<file path="src/rtl/decode_stage_pkg.sv">
// Shared widths and opcode encodings for the decode stage.
package decode_stage_pkg;

  localparam int DEF_WORD_SIZE     = 16;
  localparam int DEF_REG_ADDR_SIZE = 3;
  localparam int DEF_ALU_OP_SIZE   = 3;
  localparam int OPC_SIZE          = 5;

  localparam logic [OPC_SIZE-1:0] OP_LOAD_R  = 5'b10000;
  localparam logic [OPC_SIZE-1:0] OP_STORE_R = 5'b10001;
  localparam logic [OPC_SIZE-1:0] OP_STORE   = 5'b10010;
  localparam logic [OPC_SIZE-1:0] OP_BR      = 5'b11000;
  localparam logic [OPC_SIZE-1:0] OP_BL      = 5'b11001;
  localparam logic [OPC_SIZE-1:0] OP_CMP     = 5'b01110;
  localparam logic [OPC_SIZE-1:0] OP_CMPI    = 5'b01111;

endpackage

</file>
<file path="src/rtl/decode_stage_ir_fields_decode.sv">
// Combinational split of an instruction word into
// register addresses, immediates and ALU op.
module ir_fields_decode
  import decode_stage_pkg::*;
#(
  parameter int WORD_SIZE     = DEF_WORD_SIZE,
  parameter int REG_ADDR_SIZE = DEF_REG_ADDR_SIZE,
  parameter int ALU_OP_SIZE   = DEF_ALU_OP_SIZE,
  parameter logic [REG_ADDR_SIZE-1:0] LR_ADDR = '1
) (
  input  logic [WORD_SIZE-1:0]     i_word,
  output logic [REG_ADDR_SIZE-1:0] o_reg_addr1,
  output logic [REG_ADDR_SIZE-1:0] o_reg_addr2,
  output logic [REG_ADDR_SIZE-1:0] o_reg_addr_in,
  output logic                     o_wr_en,
  output logic [10:0]              o_imm1,
  output logic [7:0]               o_imm2,
  output logic [4:0]               o_imm3,
  output logic [ALU_OP_SIZE-1:0]   o_alu_op,
  output logic [OPC_SIZE-1:0]      o_opcode
);

  localparam int R = REG_ADDR_SIZE;

  logic [R-1:0]        w_ra;
  logic [R-1:0]        w_rb;
  logic [R-1:0]        w_rc;
  logic [OPC_SIZE-1:0] w_op;
  logic w_is_ld_r;
  logic w_is_st_r;
  logic w_is_st;
  logic w_is_br;
  logic w_is_bl;
  logic w_is_cmp;
  logic w_is_cmpi;

  assign w_ra = i_word[R-1:0];
  assign w_rb = i_word[2*R-1:R];
  assign w_rc = i_word[3*R-1:2*R];
  assign w_op = i_word[WORD_SIZE-1:WORD_SIZE-OPC_SIZE];

  assign w_is_ld_r = (w_op == OP_LOAD_R);
  assign w_is_st_r = (w_op == OP_STORE_R);
  assign w_is_st   = (w_op == OP_STORE);
  assign w_is_br   = (w_op == OP_BR);
  assign w_is_bl   = (w_op == OP_BL);
  assign w_is_cmp  = (w_op == OP_CMP);
  assign w_is_cmpi = (w_op == OP_CMPI);

  assign o_opcode = w_op;
  assign o_imm1   = i_word[10:0];
  assign o_imm2   = i_word[10:3];
  assign o_imm3   = i_word[10:6];

  always_comb begin
    o_reg_addr1 = w_rb;
    if (w_is_br | w_is_st | w_is_cmp | w_is_cmpi)
      o_reg_addr1 = w_ra;
  end

  always_comb begin
    o_reg_addr2 = w_rc;
    unique case (1'b1)
      w_is_st_r: o_reg_addr2 = w_ra;
      w_is_cmp:  o_reg_addr2 = w_rb;
      default:   o_reg_addr2 = w_rc;
    endcase
  end

  assign o_reg_addr_in = w_is_bl ? LR_ADDR : w_ra;

  assign o_alu_op = (w_is_ld_r | w_is_st_r) ?
    '0 : w_op[ALU_OP_SIZE-1:0];

  assign o_wr_en = ~(w_is_st | w_is_st_r | w_is_br
                   | w_is_cmp | w_is_cmpi);

endmodule

</file>
<file path="src/rtl/decode_stage.sv">
// Decode pipeline stage: holding register, valid/ready
// handshake and a per-register RAW scoreboard.
module decode_stage
  import decode_stage_pkg::*;
#(
  parameter int WORD_SIZE     = DEF_WORD_SIZE,
  parameter int REG_ADDR_SIZE = DEF_REG_ADDR_SIZE,
  parameter int ALU_OP_SIZE   = DEF_ALU_OP_SIZE,
  parameter int NREGS         = 2**REG_ADDR_SIZE,
  parameter logic [REG_ADDR_SIZE-1:0] LR_ADDR =
    REG_ADDR_SIZE'(NREGS-1)
) (
  input  logic                     clk,
  input  logic                     reset,
  input  logic                     in_valid,
  output logic                     in_ready,
  input  logic [WORD_SIZE-1:0]     instr,
  input  logic                     flush,
  output logic                     out_valid,
  input  logic                     out_ready,
  output logic [REG_ADDR_SIZE-1:0] reg_addr1,
  output logic [REG_ADDR_SIZE-1:0] reg_addr2,
  output logic [REG_ADDR_SIZE-1:0] reg_addr_in,
  output logic                     wr_en,
  output logic [10:0]              imm1,
  output logic [7:0]               imm2,
  output logic [4:0]               imm3,
  output logic [ALU_OP_SIZE-1:0]   alu_op,
  output logic [4:0]               opcode,
  input  logic                     wb_valid,
  input  logic [REG_ADDR_SIZE-1:0] wb_addr,
  output logic [NREGS-1:0]         busy
);

  logic                 r_hold_valid;
  logic [WORD_SIZE-1:0] r_word;
  logic [NREGS-1:0]     r_busy;

  logic [NREGS-1:0] w_clr;
  logic [NREGS-1:0] w_set;
  logic [NREGS-1:0] w_busy_eff;
  logic             w_hazard;
  logic             w_issue;
  logic             w_accept;

  ir_fields_decode #(
    .WORD_SIZE     (WORD_SIZE),
    .REG_ADDR_SIZE (REG_ADDR_SIZE),
    .ALU_OP_SIZE   (ALU_OP_SIZE),
    .LR_ADDR       (LR_ADDR)
  ) u_fields (
    .i_word        (r_word),
    .o_reg_addr1   (reg_addr1),
    .o_reg_addr2   (reg_addr2),
    .o_reg_addr_in (reg_addr_in),
    .o_wr_en       (wr_en),
    .o_imm1        (imm1),
    .o_imm2        (imm2),
    .o_imm3        (imm3),
    .o_alu_op      (alu_op),
    .o_opcode      (opcode)
  );

  // A writeback landing this cycle already frees its register.
  assign w_clr = wb_valid ? (NREGS'(1) << wb_addr) : '0;
  assign w_busy_eff = r_busy & ~w_clr;
  assign w_hazard = w_busy_eff[reg_addr1]
                  | w_busy_eff[reg_addr2];

  assign out_valid = r_hold_valid & ~w_hazard & ~flush;
  assign w_issue   = out_valid & out_ready;
  assign in_ready  = ~r_hold_valid | w_issue | flush;
  assign w_accept  = in_valid & in_ready;

  assign w_set = (w_issue & wr_en) ?
    (NREGS'(1) << reg_addr_in) : '0;

  assign busy = r_busy;

  always_ff @(posedge clk or posedge reset) begin
    if (reset) begin
      r_hold_valid <= 1'b0;
      r_word       <= '0;
      r_busy       <= '0;
    end else begin
      if (w_accept) begin
        r_hold_valid <= 1'b1;
        r_word       <= instr;
      end else if (w_issue | flush) begin
        r_hold_valid <= 1'b0;
      end
      // Set after clear: the newer producer owns the register.
      r_busy <= (r_busy & ~w_clr) | w_set;
    end
  end

endmodule

</file>
<file path="config.mk">
export PLATFORM = sky130hd
export DESIGN_NAME = decode_stage
export DESIGN_NICKNAME = d
export VERILOG_FILES = /design/src/rtl/decode_stage_pkg.sv /design/src/rtl/decode_stage_ir_fields_decode.sv /design/src/rtl/decode_stage.sv
export SDC_FILE = /design/constraint.sdc
export NUM_CORES = 1
export LEC_CHECK = 0
export ABC_AREA = 1
export CAP_MARGIN = 20
export CORE_MARGIN = 1.5
export CORE_UTILIZATION = 46
export DETAILED_ROUTE_END_ITERATION = 10
export PLACE_DENSITY = 0.95
export SLEW_MARGIN = 20
export SYNTH_ARGS = -nofsm -noshare
export SYNTH_HDL_FRONTEND = slang
export SYNTH_HIERARCHICAL = 1
export SYNTH_SLANG_ARGS = --single-unit
</file>
<file path="constraint.sdc">
create_clock -name clk -period 3.9 [get_ports clk]
set_input_delay 1.17 -clock clk [delete_from_list [all_inputs] [get_ports clk]]
set_output_delay 1.17 -clock clk [all_outputs]
set_load 0.02 [all_outputs]
</file>
==> results by stage <==
Layout:
- Counting the fill cells in the layout gives around 320.
- In the final layout, the multi-input gates occupy 852.1 um^2.
- Across the whole layout, storage elements account for 625.6 um^2.
- The final antenna diode count is 0.
- The final core utilization is 67.88%.
- The final layout contains 342 nets.
- In the final layout, the share of cells above drive strength 1 is 13.29%.
- The layout overhead on the synthesized area is 40.19%.

Global routing:
- For met2 alone, demand over resource in global routing was between 40% and 50%.
- The fraction of met3 tracks used by global routing is 2.568%.
- For met1 alone, demand over resource in global routing was 26.91%.
- The via count of the first global-routing pass is 1757.
- The remaining global-route overflow is 0.
- The most used routing layer is met2.
- The initial antenna violation count came to 0.
- The global-route wire length before repair is about 7600 um.
- The total global routing track utilization is 22.57%.
- The maximum number of pins on one net before global-route repair is 26.

Die:
- The die extent in x is 65.54 um.
- The area enclosed by the die boundary is 4295 um^2.
- The number of placed I/O pins is 77.
- The placeable core area is 3716 um^2.
- After floorplanning, the core was divided into 22 placement rows.
- The vertical extent of the die is 65.54 um.
- The starting density of the core is about half.

Synth:
- The area fraction of the dominant cell type after synthesis is between 30% and 40%.
- The net count after synthesis is 287.
- In this run, distinct cell masters in the synthesized netlist total 23.
- During synthesis, Yosys emitted a total of 6 warnings.
- The post-synthesis sequential area ratio is 34.77%.
- In this run, synthesis produced a sequential element count of 25.
- Sorting the synthesized cells by area gives the leading types as sky130_fd_sc_hd__dfrtp_1, sky130_fd_sc_hd__nand2_1, sky130_fd_sc_hd__buf_4.
- The post-synthesis instance area is 1799 um^2.
- The post-synthesis cell type with the largest combined area is sky130_fd_sc_hd__dfrtp_1.
- The per-instance average area after synthesis is 6.867 um^2.
- The number of standard cells after synthesis is between 200 and 300.

Clock network:
- The number of buffers created by CTS is 3.
- CTS built an H-tree with a depth of 1.
- The TritonCTS clock tree is done.
- In this run, post-CTS hold repair placed 0 buffers.
- For the worst-skew pair, the clock arrives at the later sink with an insertion delay of about 0.26 ns.
- The clock slew at the register clock pins of the worst setup and hold paths is approximately 0.080 ns.
- Counting along the longest clock path gives a buffer depth of 2.
- The number of sinks on the clock net is 25.
- The root cell of the clock tree is sky130_fd_sc_hd__clkbuf_8.

STA:
- Setup repair after global routing left no endpoint under its margin.
- The worst slew margin relative to its limit is 62.16%.
- The slew at the pin with the worst max-slew slack is 0.5655 ns.
- The highest clock frequency the design can meet is 274.6 MHz.
- The final hold violation count is 0.
- Counting I/O delays and the setup requirement, the final critical path takes between 3 and 4 ns.
- For the final routed database, the setup TNS stands at 0 ns.
- Dividing the final minimum period by the clock period gives 93.36%.
- The worst setup margin is 0.2590 ns.
- The number of max-slew violations in the final report is 0.
- The tightest hold path in the finished design has a slack of 0.5270 ns.
- The final count of negative-setup-slack endpoints is 0.
- The worst-case clock skew is ~0.0018 ns.

Power:
- The leakage power is 1.269 nW.
- The part of the power in combinational logic is 55.4%.
- Summed over all nets, the switching power comes to slightly below 0.5 mW.
- The overall power after layout is 1.166 mW.
- The internal power contribution is 0.6728 mW.
- The switching power share of the total is between 40% and 50%.
- VDD sags by at most 0.2337 mV.
- The share of total power in sequential cells is 31.7%.
- Per report_power, the clock group accounts for 13.0% of the total.
- The power per standard cell area is 462.4 nW/um^2.

Worst setup path:
- The maximum fanout along the worst path is 5.
- The critical path is of the in -> out type.
- The type of origin of the critical path is a primary input.
- The critical path required time is 2.73 ns.
- The endpoint arrival time on the critical path is 2.47 ns.
- The sort of element at the end of the critical path is an output port.

Detailed routing:
- The first TritonRoute pass finished after 4 iterations.
- Using the TritonRoute via totals, the vias-per-cell ratio works out to 5.069.
- The average wire length per cell after detail routing is 12.60 um.
- The DRC violations left is 0.
- The number of DRC markers after the initial detailed-route iteration is between 100 and 150.
- The overall via count from detail_route is 1845.
- The total detailed-routing wirelength is 4585 um.
- The final antenna-violating net count is 0.

Placement:
- The placed wire-length estimate is 3609 um.
- The setup slack at placement is -0.5297 ns.
- Buffers placed on the I/O ports in this run total 76.
- At the end of routability-driven placement, the weighted congestion stood at 0.9153.

Hold path:
- The class of the most critical hold timing path is reg -> reg.

Outcome:
- The flow ran to the end, and the final reports show no timing, DRC or antenna violations.

Run:
- The number of maximum-capacitance violations is 0.
## cell families after synthesis
logic type	synth area share [%]
flops	34.77
simple gates	44.99
buf+inv	19.40
compound gates	0.8342
## placed cells by master, fill, tap and decap left out
master / synthesis / routed
sky130_fd_sc_hd__dfrtp_1: 25 / 25
sky130_fd_sc_hd__clkdlybuf4s50_1: 0 / 70
sky130_fd_sc_hd__and3_4: 0 / 1
sky130_fd_sc_hd__nor2_1: 10 / 10
sky130_fd_sc_hd__nand2_4: 2 / 2
sky130_fd_sc_hd__o21ai_2: 0 / 2
sky130_fd_sc_hd__clkbuf_8: 0 / 3
sky130_fd_sc_hd__nand3_2: 3 / 3
sky130_fd_sc_hd__nand3b_1: 1 / 1
sky130_fd_sc_hd__dlygate4sd2_1: 0 / 1
sky130_fd_sc_hd__nand3_1: 42 / 42
sky130_fd_sc_hd__nor3_1: 8 / 8
sky130_fd_sc_hd__nand2_2: 3 / 7
sky130_fd_sc_hd__nand4_1: 8 / 8
sky130_fd_sc_hd__clkbuf_1: 4 / 1
sky130_fd_sc_hd__buf_2: 2 / 1
sky130_fd_sc_hd__nand4_2: 1 / 1
sky130_fd_sc_hd__nor2_4: 1 / 2
sky130_fd_sc_hd__inv_2: 4 / 4
sky130_fd_sc_hd__inv_1: 18 / 18
sky130_fd_sc_hd__a21oi_1: 1 / 1
sky130_fd_sc_hd__dlymetal6s2s_1: 0 / 3
sky130_fd_sc_hd__nor2_2: 4 / 3
sky130_fd_sc_hd__buf_4: 30 / 12
sky130_fd_sc_hd__nand2_1: 90 / 86
sky130_fd_sc_hd__buf_8: 0 / 1
## per-layer routing
| metal | wire (um) | vias up | share of wire [%] |
|---|---|---|---|
| li1 | - | 917 | - |
| met1 | 1796 | 826 | 39 |
| met2 | 2378 | 93 | 52 |
| met3 | 342 | 9 | 7.5 |
| met4 | 68 | 0 | 1.5 |
| met5 | 0 | - | 0 |
## per-stage QoR
step | std cells | area (um^2)
4_1_cts | 363 | 2482
2_1_floorplan | 262 | 1799
5_1_grt | 364 | 2522
3_3_place_gp | 359 | 2436
3_5_place_dp | 359 | 2436
6_report | 364 | 2522
## flip-flops by register name, summed over array words and instances (netlist names)
register      count
r_word           16
busy              8
r_hold_valid      1
## repair_timing
action                                  CTS  global route
endpoints found under the setup margin    2             2
buffers inserted                          0             0
resized for setup                        13             8
pin swaps                                 1             0
## cell type report
class | instances | area share [%]
repair buffers | 88 | 33.98
multi-input cells | 177 | 33.78
clock buffers | 4 | 1.786
inverters | 22 | 3.274
well taps | 48 | 2.381
flip-flops and latches | 25 | 24.80
## worst max-delay path, cell delays in order
cell and delay, ns:
sky130_fd_sc_hd__dlygate4sd2_1 0.28, sky130_fd_sc_hd__inv_1 0.07, sky130_fd_sc_hd__nor2_1 0.12, sky130_fd_sc_hd__nand2_1 0.08, sky130_fd_sc_hd__nand2_2 0.09, sky130_fd_sc_hd__nand2_1 0.05
sky130_fd_sc_hd__nand3_1 0.07, sky130_fd_sc_hd__nand3b_1 0.08, sky130_fd_sc_hd__nand2_1 0.11, sky130_fd_sc_hd__nand4_2 0.11, sky130_fd_sc_hd__nand2_4 0.08, sky130_fd_sc_hd__buf_2 0.16
## path summary, 6_finish.rpt
check	startpoint	endpoint	slack [ns]	depth (start not counted)
setup / recovery	wb_addr[1]	in_ready	0.26	12
hold reg to reg	r_word[10]	r_word[10]	0.53	2
setup reg to reg	r_word[12]	r_word[2]	1.40	19
hold / removal	r_word[10]	r_word[10]	0.53	2
min in group asynchronous	reset	busy[2]	1.12	2
max in group asynchronous	reset	busy[4]	2.37	3
## cells in the mapped netlist (all sizes together)
library cell / count
nand3: 45
inv: 22
nand3b: 1
nor3: 8
and3: 1
nor2: 15
dfrtp: 25
o21ai: 2
a21oi: 1
nand4: 9
nand2: 95
buf: 33
clkbuf: 5
## power groups by stage
stage,combinational [mW],clock [mW],sequential [mW]
3_5_place_dp,0.639,0,0.372
6_report,0.646,0.151,0.369
3_3_place_gp,0.626,0,0.369
2_1_floorplan,0.394,0,0.384
5_1_grt,0.701,0.164,0.378
4_1_cts,0.643,0.152,0.369
No activity file was read; power rests on OpenSTA's default activity.
